[src/rtl/signed_min_max.sv]
// Streaming signed min/max tracker: accumulates a frame of samples on a
// valid/ready input and reports min, max and a saturating count per frame.

module slt #(
    parameter int N = 32
) (
    input  logic [N-1:0] a,
    input  logic [N-1:0] b,
    output logic         lt
);
    assign lt = $signed(a) < $signed(b);
endmodule

module signed_min_max #(
    parameter int N     = 32,
    parameter int CNT_W = 16
) (
    input  logic             clk,
    input  logic             rst,
    input  logic             in_valid,
    output logic             in_ready,
    input  logic [N-1:0]     in_data,
    input  logic             in_last,
    output logic             out_valid,
    input  logic             out_ready,
    output logic [N-1:0]     out_min,
    output logic [N-1:0]     out_max,
    output logic [CNT_W-1:0] out_count,
    output logic             out_sat
);
    typedef enum logic {
        ACCUM  = 1'b0,
        REPORT = 1'b1
    } state_t;

    localparam logic [CNT_W-1:0] CNT_MAX = '1;
    localparam logic [CNT_W-1:0] CNT_ONE = {{(CNT_W-1){1'b0}}, 1'b1};

    state_t state, state_nxt;

    logic [N-1:0]     run_min, run_max;
    logic [CNT_W-1:0] run_count;
    logic             run_sat;

    logic [N-1:0]     min_nxt, max_nxt;
    logic [CNT_W-1:0] count_nxt;
    logic             sat_nxt;

    logic accept, xfer, first_beat, in_lt_min, max_lt_in;

    assign in_ready   = (state == ACCUM);
    assign out_valid  = (state == REPORT);
    assign accept     = in_valid & in_ready;
    assign xfer       = out_valid & out_ready;
    assign first_beat = (run_count == '0);

    slt #(.N(N)) u_slt_min (
        .a  (in_data),
        .b  (run_min),
        .lt (in_lt_min)
    );

    slt #(.N(N)) u_slt_max (
        .a  (run_max),
        .b  (in_data),
        .lt (max_lt_in)
    );

    // Running statistics including the beat currently on the input.
    // NOTE: every signal driven here gets a default first, so no path
    // leaves it unassigned and no latch is inferred.
    always_comb begin
        min_nxt   = run_min;
        max_nxt   = run_max;
        count_nxt = run_count;
        sat_nxt   = run_sat;
        if (first_beat) begin
            min_nxt   = in_data;
            max_nxt   = in_data;
            count_nxt = CNT_ONE;
            sat_nxt   = 1'b0;
        end else begin
            if (in_lt_min) min_nxt = in_data;
            if (max_lt_in) max_nxt = in_data;
            if (run_count == CNT_MAX) sat_nxt   = 1'b1;
            else                      count_nxt = run_count + 1'b1;
        end
    end

    always_comb begin
        state_nxt = state;
        if (state == ACCUM) begin
            if (accept && in_last) state_nxt = REPORT;
        end else begin
            if (out_ready) state_nxt = ACCUM;
        end
    end

    // NOTE: sequential state uses non-blocking assignments so every register
    // samples the pre-edge values regardless of statement order.
    always_ff @(posedge clk or negedge rst) begin
        if (!rst) state <= ACCUM;
        else      state <= state_nxt;
    end

    always_ff @(posedge clk or negedge rst) begin
        if (!rst) begin
            run_min   <= '0;
            run_max   <= '0;
            run_count <= '0;
            run_sat   <= 1'b0;
            out_min   <= '0;
            out_max   <= '0;
            out_count <= '0;
            out_sat   <= 1'b0;
        end else if (xfer) begin
            // Result consumed: the next accepted beat starts a fresh frame.
            run_count <= '0;
            run_sat   <= 1'b0;
        end else if (accept) begin
            run_min   <= min_nxt;
            run_max   <= max_nxt;
            run_count <= count_nxt;
            run_sat   <= sat_nxt;
            if (in_last) begin
                out_min   <= min_nxt;
                out_max   <= max_nxt;
                out_count <= count_nxt;
                out_sat   <= sat_nxt;
            end
        end
    end
endmodule

[config.mk]
export PLATFORM = sky130hd
export DESIGN_NAME = signed_min_max
export DESIGN_NICKNAME = d
export VERILOG_FILES = /design/src/rtl/signed_min_max.sv
export SDC_FILE = /design/constraint.sdc
export NUM_CORES = 1
export LEC_CHECK = 0
export CORE_ASPECT_RATIO = 0.8
export CORE_MARGIN = 1.5
export CORE_UTILIZATION = 51
export CTS_CLUSTER_SIZE = 30
export DETAILED_ROUTE_END_ITERATION = 8
export GPL_TIMING_DRIVEN = 0
export PLACE_DENSITY = 0.78
export SYNTH_ARGS = -nofsm -noshare
export SYNTH_HDL_FRONTEND = slang
export SYNTH_HIERARCHICAL = 1
export SYNTH_SLANG_ARGS = --single-unit
[constraint.sdc]
create_clock -name clk -period 3.4 [get_ports clk]
set_input_delay 0.68 -clock clk [delete_from_list [all_inputs] [get_ports clk]]
set_output_delay 0.68 -clock clk [all_outputs]
set_load 0.05 [all_outputs]
== Word-level counts from Yosys, hierarchy flattened ==
Cells that the tools add are included.

* Eq/ne operators: 1
* $add $sub $neg: 1
* Bitwise gates (word level): 4
* Magnitude comparators: 2
* Mux-type cells: 15
* Reductions and logical operators: 5

{| class="wikitable"
|+ Operators by type and width
! cell !! number
|-
| $mux W32 || 4
|-
| $lt A32 B32 Y1 || 2
|-
| $mux W16 || 4
|-
| $add A16 B1 Y16 const B || 1
|-
| $eq A16 B16 Y1 const B || 1
|-
| $logic_not A16 Y1 || 1
|-
| $mux W1 || 7
|-
| $reduce_and A3 Y1 || 1
|-
| $and A1 B1 Y1 || 2
|-
| $not A1 Y1 || 2
|-
| $reduce_and A2 Y1 || 1
|-
| $reduce_bool A2 Y1 || 1
|-
| $logic_and A1 B1 Y1 || 1
|}

* Register bits: 163
* Output and inout port bits: 83

== Depth between registers and ports, before layout ==
Gate-level depths: netlist of run 1.

* Depth after elaboration: 5
* Mapped depth: 12
* Mapped depth without buffers: 11

== Cells and area by module ==
Netlist of run 1, hierarchy kept.

{| class="wikitable"
|+ Modules (own cells, without submodules)
! module !! area each (sq um) !! times used !! cells an instance !! sequential area each (sq um)
|-
| signed_min_max || 7288.2 || 1 || 633 || 4078.9
|-
| slt || 789.5 || 2 || 108 || 0.0
|}

== Worst setup path before layout of run 1 ==
OpenSTA, ideal clock, no wires.

* Kind: input port to flip-flop
* Start: input port in_data[13]
* End: register out_max[10]
* Path buffers: 1
* Required time: 3.263 ns
* Cell stages on the path: 12
* Data arrival time: 2.891 ns
* Slack: 0.372 ns
* Library setup time: 0.137 ns
* Path through: inv_1 > ha_1 > a211oi_2 > nor2_1 > a211o_1 > a311oi_2 > o21ai_1 > mux2i_1 > a41oi_2 > buf_2 > mux2i_1 > a21oi_1

* Cells in the longest elaborated chain, start to end: 3

{| class="wikitable"
|+ Ends and longest elaborated chain
! item !! RTL line !! text
|-
| start: declaration || 22 || <nowiki>input logic [N-1:0] in_data,</nowiki>
|-
| $lt A32 B32 Y1 || 11 || <nowiki>assign lt = $signed(a) < $signed(b);</nowiki>
|-
| via max_lt_in || 49 || <nowiki>logic accept, xfer, first_beat, in_lt_min, max_lt_in;</nowiki>
|-
| $mux W32 || 84 || <nowiki>if (max_lt_in) max_nxt = in_data;</nowiki>
|-
| $mux W32 || 77 || <nowiki>if (first_beat) begin</nowiki>
|-
| end signal: assignment || 127 || <nowiki>out_max <= max_nxt;</nowiki>
|-
| end: declaration || 27 || <nowiki>output logic [N-1:0] out_max,</nowiki>
|}

The timed path passes the listed nets, and every way through them passes these cells.
A chain may end at the register's enable or synchronous reset.

== Final worst setup path of run 1 ==
* Start: input port in_data[27]
* End: register run_max[16]

* Cells in the longest elaborated chain, start to end: 3

{| class="wikitable"
|+ Ends and longest elaborated chain
! item !! RTL line !! text
|-
| $lt A32 B32 Y1 || 11 ||
|-
| via max_lt_in || 49 ||
|-
| $mux W32 || 84 ||
|-
| $mux W32 || 77 ||
|-
| end signal: assignment || 122 || <nowiki>run_max <= max_nxt;</nowiki>
|-
| end: declaration || 41 || <nowiki>logic [N-1:0] run_min, run_max;</nowiki>
|}

The timed path passes the listed nets, and every way through them passes these cells.

==> results of run 1 <==
## layout by cell type, fill, tap and decap left out, types with 5 or more instances in the layout
cell type        netlist  routed
buf_4                  3      12
and3_1                 6       6
nor2_1                79      79
a22o_1                 5       5
buf_6                  3       5
a21oi_1               90      90
nand4_1               18      18
clkinvlp_4             0       5
nand3_1               22      21
a31oi_1               16      16
a21o_1                 8       8
ha_1                  64      63
mux2i_1               70      69
and4_1                 5       5
inv_1                 67      67
buf_2                 16      10
clkdlybuf4s50_1        0      94
clkbuf_16              0      17
dlygate4sd2_1          0      19
clkbuf_1              20      20
o21ai_0               28      26
nand2_1               34      34
dfrtp_1              163     163
mux2_1                60      60
## routing by layer
layer  vias to the layer above  part of all wire, %
met3                        22                  6.3
li1                       3332                    -
met1                      3504                   48
met4                         2                  1.1
met5                         -                0.058
met2                       202                   45
## power by group
group,internal [mW],switching (mW)
Clock,1.06,0.802
Sequential,2.76,0.598
Combinational,2.48,3.52
Total,6.30,4.92
## worst max-delay path: cells and delay by family
family | cells | cell delay, ns
AO/OA/AOI/OAI | 2 | 0.11
adder cells (fa/ha/maj) | 1 | 0.29
buffers and inverters | 5 | 1.19
multiplexers | 2 | 0.56
AND/OR/NAND/NOR | 3 | 0.76
## final timing paths
| kind | from | to | depth (start not counted) |
|---|---|---|---|
| hold / removal | rst | out_max[30]$_DFFE_PN0P_ | 1 |
| hold reg to reg | out_count[2]$_DFFE_PN0P_ | out_count[2]$_DFFE_PN0P_ | 2 |
| setup reg to reg | run_max[22]$_DFFE_PN0P_ | run_max[16]$_DFFE_PN0P_ | 13 |
| min in group clk | out_count[2]$_DFFE_PN0P_ | out_count[2]$_DFFE_PN0P_ | 2 |
| setup / recovery | in_data[27] | run_max[16]$_DFFE_PN0P_ | 13 |
| max in group asynchronous | rst | run_max[6]$_DFFE_PN0P_ | 2 |
## kinds of logic (layout without fill, tap and decap cells)
family	after synthesis	after routing	share of synthesized area, %
XOR/XNOR	3	3	0.296
adder cells (fa/ha/maj)	64	64	9.03
multiplexers	134	134	16.0
flip-flops	163	163	46.0
AO/OA/AOI/OAI	180	180	12.3
buffers and inverters	110	272	5.26
other	0	2	0
AND/OR/NAND/NOR	195	195	11.0
## sequential cells by signal, summed over array words and instances (netlist names)
| signal | flops |
|---|---|
| out_max | 32 |
| run_sat | 1 |
| out_count | 16 |
| out_sat | 1 |
| out_valid | 1 |
| run_min | 32 |
| out_min | 32 |
| run_max | 32 |
| run_count | 16 |
## area by class of cell
class | instances | area [um2]
Multi-Input combinational cell | 576 | 4380
Clock inverter | 12 | 105
Fill cell | 1317 | 5640
Tap cell | 220 | 275
Inverter | 67 | 251
Sequential cell | 163 | 4080
Antenna cell | 2 | 5.00
Clock buffer | 20 | 467
Buffer | 43 | 260
Timing Repair Buffer | 130 | 1300
## what timing repair did
| item | in CTS | in global routing |
|---|---|---|
| endpoints found under the setup margin | 122 | 59 |
| buffers inserted | 7 | 3 |
| endpoints found under the hold margin | 0 | 0 |
| resized for setup | 42 | 12 |
| pin swaps | 4 | 1 |
| hold buffers | 0 | 0 |
==> qor.csv, run 1 <==
metric,value,unit
outcome,completed,
non-filler cells in the finished layout,1233,
Async SR Flop Fraction,100,%
met1 Use GR,37.2,%
row count,42,
Final nets,1099,
power per cell area,1010,nW/um2
CTS tree,built,
Fin. Hold Viols,0,
Critical-path top delay cell,clkdlybuf4s50_1,
Worst VDD drop,646,uV
Critical Path RT,3.71,ns
GRT met2 Usage,38.2,%
clock buffer depth,2,
startpoint types,input pin,
Sink Count,163,
gr ovfl total,0,
Area after DPL,10400,um2
WL final,22300,um
Syn Nets,950,
drt first pass iters,5,
most common cell in the netlist,dfrtp_1,
post-route cell area,11100,um2
die footprint,18200,um2
clock skew,0.0106,ns
Synth area leader,dfrtp_1,
via count,7062,
drc violations,0,
normalized max-slew margin,49.7,%
Synth Instances,849,
post-synth top area share,46.0,%
Leak Pwr,5.13,nW
hold crit path type,in -> async,
clock latency on the worst-skew pair,0.43,ns
DRT iter0 DRCs,453,
per-cell routed wire length,18.1,um
"top cells by count, synth","dfrtp_1, a21oi_1, nor2_1, mux2i_1, inv_1",
Unique masters post-synth,58,
Clock Tree Root,clkbuf_16,
crit path max fanout,10,
ratio of cells with drive above 1 in the final layout,9.50,%
worst-path cell chain,"clkdlybuf4s50_1, inv_1, ha_1, nand3_2, a31oi_1, or4b_1, mux2i_2, a41oi_4, buf_12, nor2_4, buf_12, buf_8, mux2_1",
crit path kind,in -> reg,
slowest cell delay on critical path,0.63,ns
HPWL after DPL,15900,um
first-pass GRT wire length,35700,um
Synthesis Warnings,6,
"Slew Viols, Final",0,
Mean Syn Cell Area,10.4,um2
Placed Instances,1189,
DRT antenna net count,0,
H-tree depth,4,
max-cap violation count,0,
Worst setup EP type,flip-flop,
initial antenna violation count,3,
I/O pin cnt,120,
Overall Global Routing Usage,25.7,%
R2R setup slack,0.30,ns
die width,150,um
Slew @ Worst Pin,0.749,ns
largest cells by area after synthesis,"dfrtp_1, ha_1, mux2i_1, mux2_1, a21oi_1",
worst setup margin,0.107,ns
Arrival @ worst endpoint,3.60,ns
Design Power,11.2,mW
"Seq/Total Area, Yosys",46.0,%
"most used cell, CP",buf_12,
fmax,0.304,GHz
register bit total from synthesis,163,
"EDFF count, synth",0,
DR vias/cell,5.73,
PortBufs,119,
Hold WS,0.143,ns
setup TNS,0,ns
Most Crowded Layer GR,met2,
Post-Synthesis Cell Area,8870,um2
final setup fails,0,
Core ar.,16800,um2
final worst path period need,3.29,ns
Place WS,-0.876,ns
TritonCTS Buffers,17,
Routability Congestion,0.919,
GR Util met3,6.92,%
Final Cycle Share,96.9,%
vias in the first global route,6755,
Initial Utilization,52.9,%
largest net degree at the start of global routing,121,
die span in y,121,um
synth-to-layout area growth,25.5,%
Post-Route Utilization,66.4,%
Most used DFF post-synth,dfrtp_1,
Clock transition at path regs,0.07,ns
No activity file was read; power rests on OpenSTA's default activity.
==> inputs of run 2 (changes only) <==
CORE_MARGIN = 2   (was 1.5)
TNS_END_PERCENT = 10   (was unset)
==> run 2 against run 1 <==
Against the previous run:
- sequential power barely moved
- setup slack worse by 0.014 ns
- fmax fell by 0.42%
- critical path depth down 1
- power is 0.23% higher
==> qor.csv, run 2 (synthesized netlist as in run 1, its figures left out) <==
metric,value,unit,change
Critical Path RT,3.71,ns,about the same
startpoint types,input pin,,unchanged
die width,151,um,was 150 um
non-filler cells in the finished layout,1236,,"was 1,233"
Arrival @ worst endpoint,3.61,ns,was 3.60 ns
Hold WS,0.146,ns,was 0.143 ns
Initial Utilization,51.7,%,was 52.9%
crit path max fanout,10,,unchanged
Worst VDD drop,621,uV,was 646 uV
clock skew,0.00983,ns,was 0.0106 ns
gr ovfl total,0,,unchanged
Fin. Hold Viols,0,,unchanged
Slew @ Worst Pin,0.806,ns,was 0.749 ns
"commonest non-fill, non-tap cell in the layout",dfrtp_1,,unchanged
drc violations,0,,unchanged
DRT antenna net count,0,,unchanged
"Slew Viols, Final",0,,unchanged
row count,43,,was 42
clock latency on the worst-skew pair,0.43,ns,about the same
via count,6976,,"was 7,062"
power per cell area,1010,nW/um2,about the same
per-cell routed wire length,17.8,um,was 18.1 um
DRT iter0 DRCs,526,,was 453
Core ar.,17200,um2,"was 16,800 um2"
setup TNS,0,ns,unchanged
final setup fails,0,,unchanged
crit path kind,in -> reg,,unchanged
normalized max-slew margin,45.9,%,was 49.7%
ratio of cells with drive above 1 in the final layout,9.13,%,was 9.50%
final worst path period need,3.31,ns,was 3.29 ns
clock buffer depth,2,,unchanged
Final nets,1096,,"was 1,099"
Worst setup EP type,flip-flop,,unchanged
Leak Pwr,5.14,nW,was 5.13 nW
die footprint,18500,um2,"was 18,200 um2"
Clock transition at path regs,0.06,ns,was 0.07 ns
hold crit path type,in -> async,,unchanged
CTS tree,built,,unchanged
Placed Instances,1194,,"was 1,189"
Design Power,11.2,mW,about the same
WL final,22000,um,"was 22,300 um"
synth-to-layout area growth,25.4,%,was 25.5%
outcome,completed,,unchanged
H-tree depth,4,,unchanged
most frequent cells in the layout,"dfrtp_1, clkdlybuf4s50_1, a21oi_1",,unchanged
largest net degree at the start of global routing,116,,was 121
Final Cycle Share,97.3,%,was 96.9%
Clock Tree Root,clkbuf_16,,unchanged
PortBufs,119,,unchanged
first-pass GRT wire length,35400,um,"was 35,700 um"
worst setup margin,0.0931,ns,was 0.107 ns
Overall Global Routing Usage,25.0,%,was 25.7%
initial antenna violation count,3,,unchanged
cts hold-fix bufs,0,,unchanged
fmax,0.302,GHz,was 0.304 GHz
Sink Count,163,,unchanged
I/O pin cnt,120,,unchanged
DR vias/cell,5.64,,was 5.73
Place WS,-0.922,ns,was -0.876 ns
HPWL after DPL,15800,um,"was 15,900 um"
vias in the first global route,6849,,"was 6,755"
max-cap violation count,0,,unchanged
Routability Congestion,0.948,,was 0.919
drt first pass iters,5,,unchanged
die span in y,122,um,was 121 um
TritonCTS Buffers,17,,unchanged
-- run 2: changes by cell type in the layout (fill, tap and decap cells not counted), sizes merged --
cell / before / now
dlygate4sd2: 19 / 14
clkbuf: 41 / 45
buf: 35 / 32
clkdlybuf4s15: 1 / 3
clkdlybuf4s50: 94 / 92
clkinvlp: 5 / 3
dlymetal6s2s: 3 / 5
bufinv: 1 / 2
clkinv: 4 / 5
diode: 2 / 3
inv: 69 / 68
-- run 2: stage by stage --
| stage | area, um2 | utilization (%) |
|---|---|---|
| after floorplan | 8870 | - |
| after CTS | 11100 | 64.6 |
| after detailed placement | 10400 | 60.4 |
| after global routing | 11100 | 64.8 |
| after global placement | 10300 | 60.2 |
| final | 11100 | 64.8 |
-- run 2: repair_timing --
| action | CTS | global route |
|---|---|---|
| pin swaps | 5 | 2 |
| hold endpoints to repair | 0 | 0 |
| setup buffers | 5 | 2 |
| resized for setup | 43 | 20 |
| endpoints found under the setup margin | 124 | 86 |
-- run 2: routing by layer --
layer  vias to the layer above  track usage (%)  share of wire [%]
met3                        36             6.97                6.3
li1                       3334                -                  -
met4                         2             7.42                1.9
met1                      3400             35.6                 47
met2                       204             37.4                 44
met5                         -                0              0.059
-- run 2: path summary, 6_finish.rpt --
check,from,to,slack [ns],cells past startpoint
hold / removal,rst,out_max[29]$_DFFE_PN0P_,0.15,1
min in group clk,out_count[2]$_DFFE_PN0P_,out_count[2]$_DFFE_PN0P_,0.47,2
max in group asynchronous,rst,out_count[9]$_DFFE_PN0P_,2.34,2
setup / recovery,in_data[30],run_max[5]$_DFFE_PN0P_,0.09,12
hold reg to reg,out_count[2]$_DFFE_PN0P_,out_count[2]$_DFFE_PN0P_,0.47,2
setup reg to reg,run_max[13]$_DFFE_PN0P_,run_max[5]$_DFFE_PN0P_,0.26,12
-- run 2: critical path, stage by stage --
cell and delay, ns:
dlygate4sd2_1 0.34, inv_1 0.07, ha_1 0.28, and3_1 0.21
a22o_1 0.23, or4b_1 0.53, mux2i_2 0.25, a41oi_4 0.06
buf_12 0.19, nor2_4 0.23, buf_8 0.19, mux2_1 0.34
-- run 2: layout make-up --
type	instances	area [um2]
multi-input cells	576	4370
diodes	3	7.51
plain buffers	43	268
clock inverters	11	128
well taps	225	282
inverters	67	251
repair buffers	127	1260
flip-flops and latches	163	4080
fillers	1354	6040
clock buffers	21	470
-- run 2: power by group --
part	switching [mW]	leakage, nW	internal, mW	total (mW)
combinational	3.50	2.94	2.44	5.95
sequential	0.598	1.91	2.76	3.36
clock	0.800	0.286	1.14	1.94
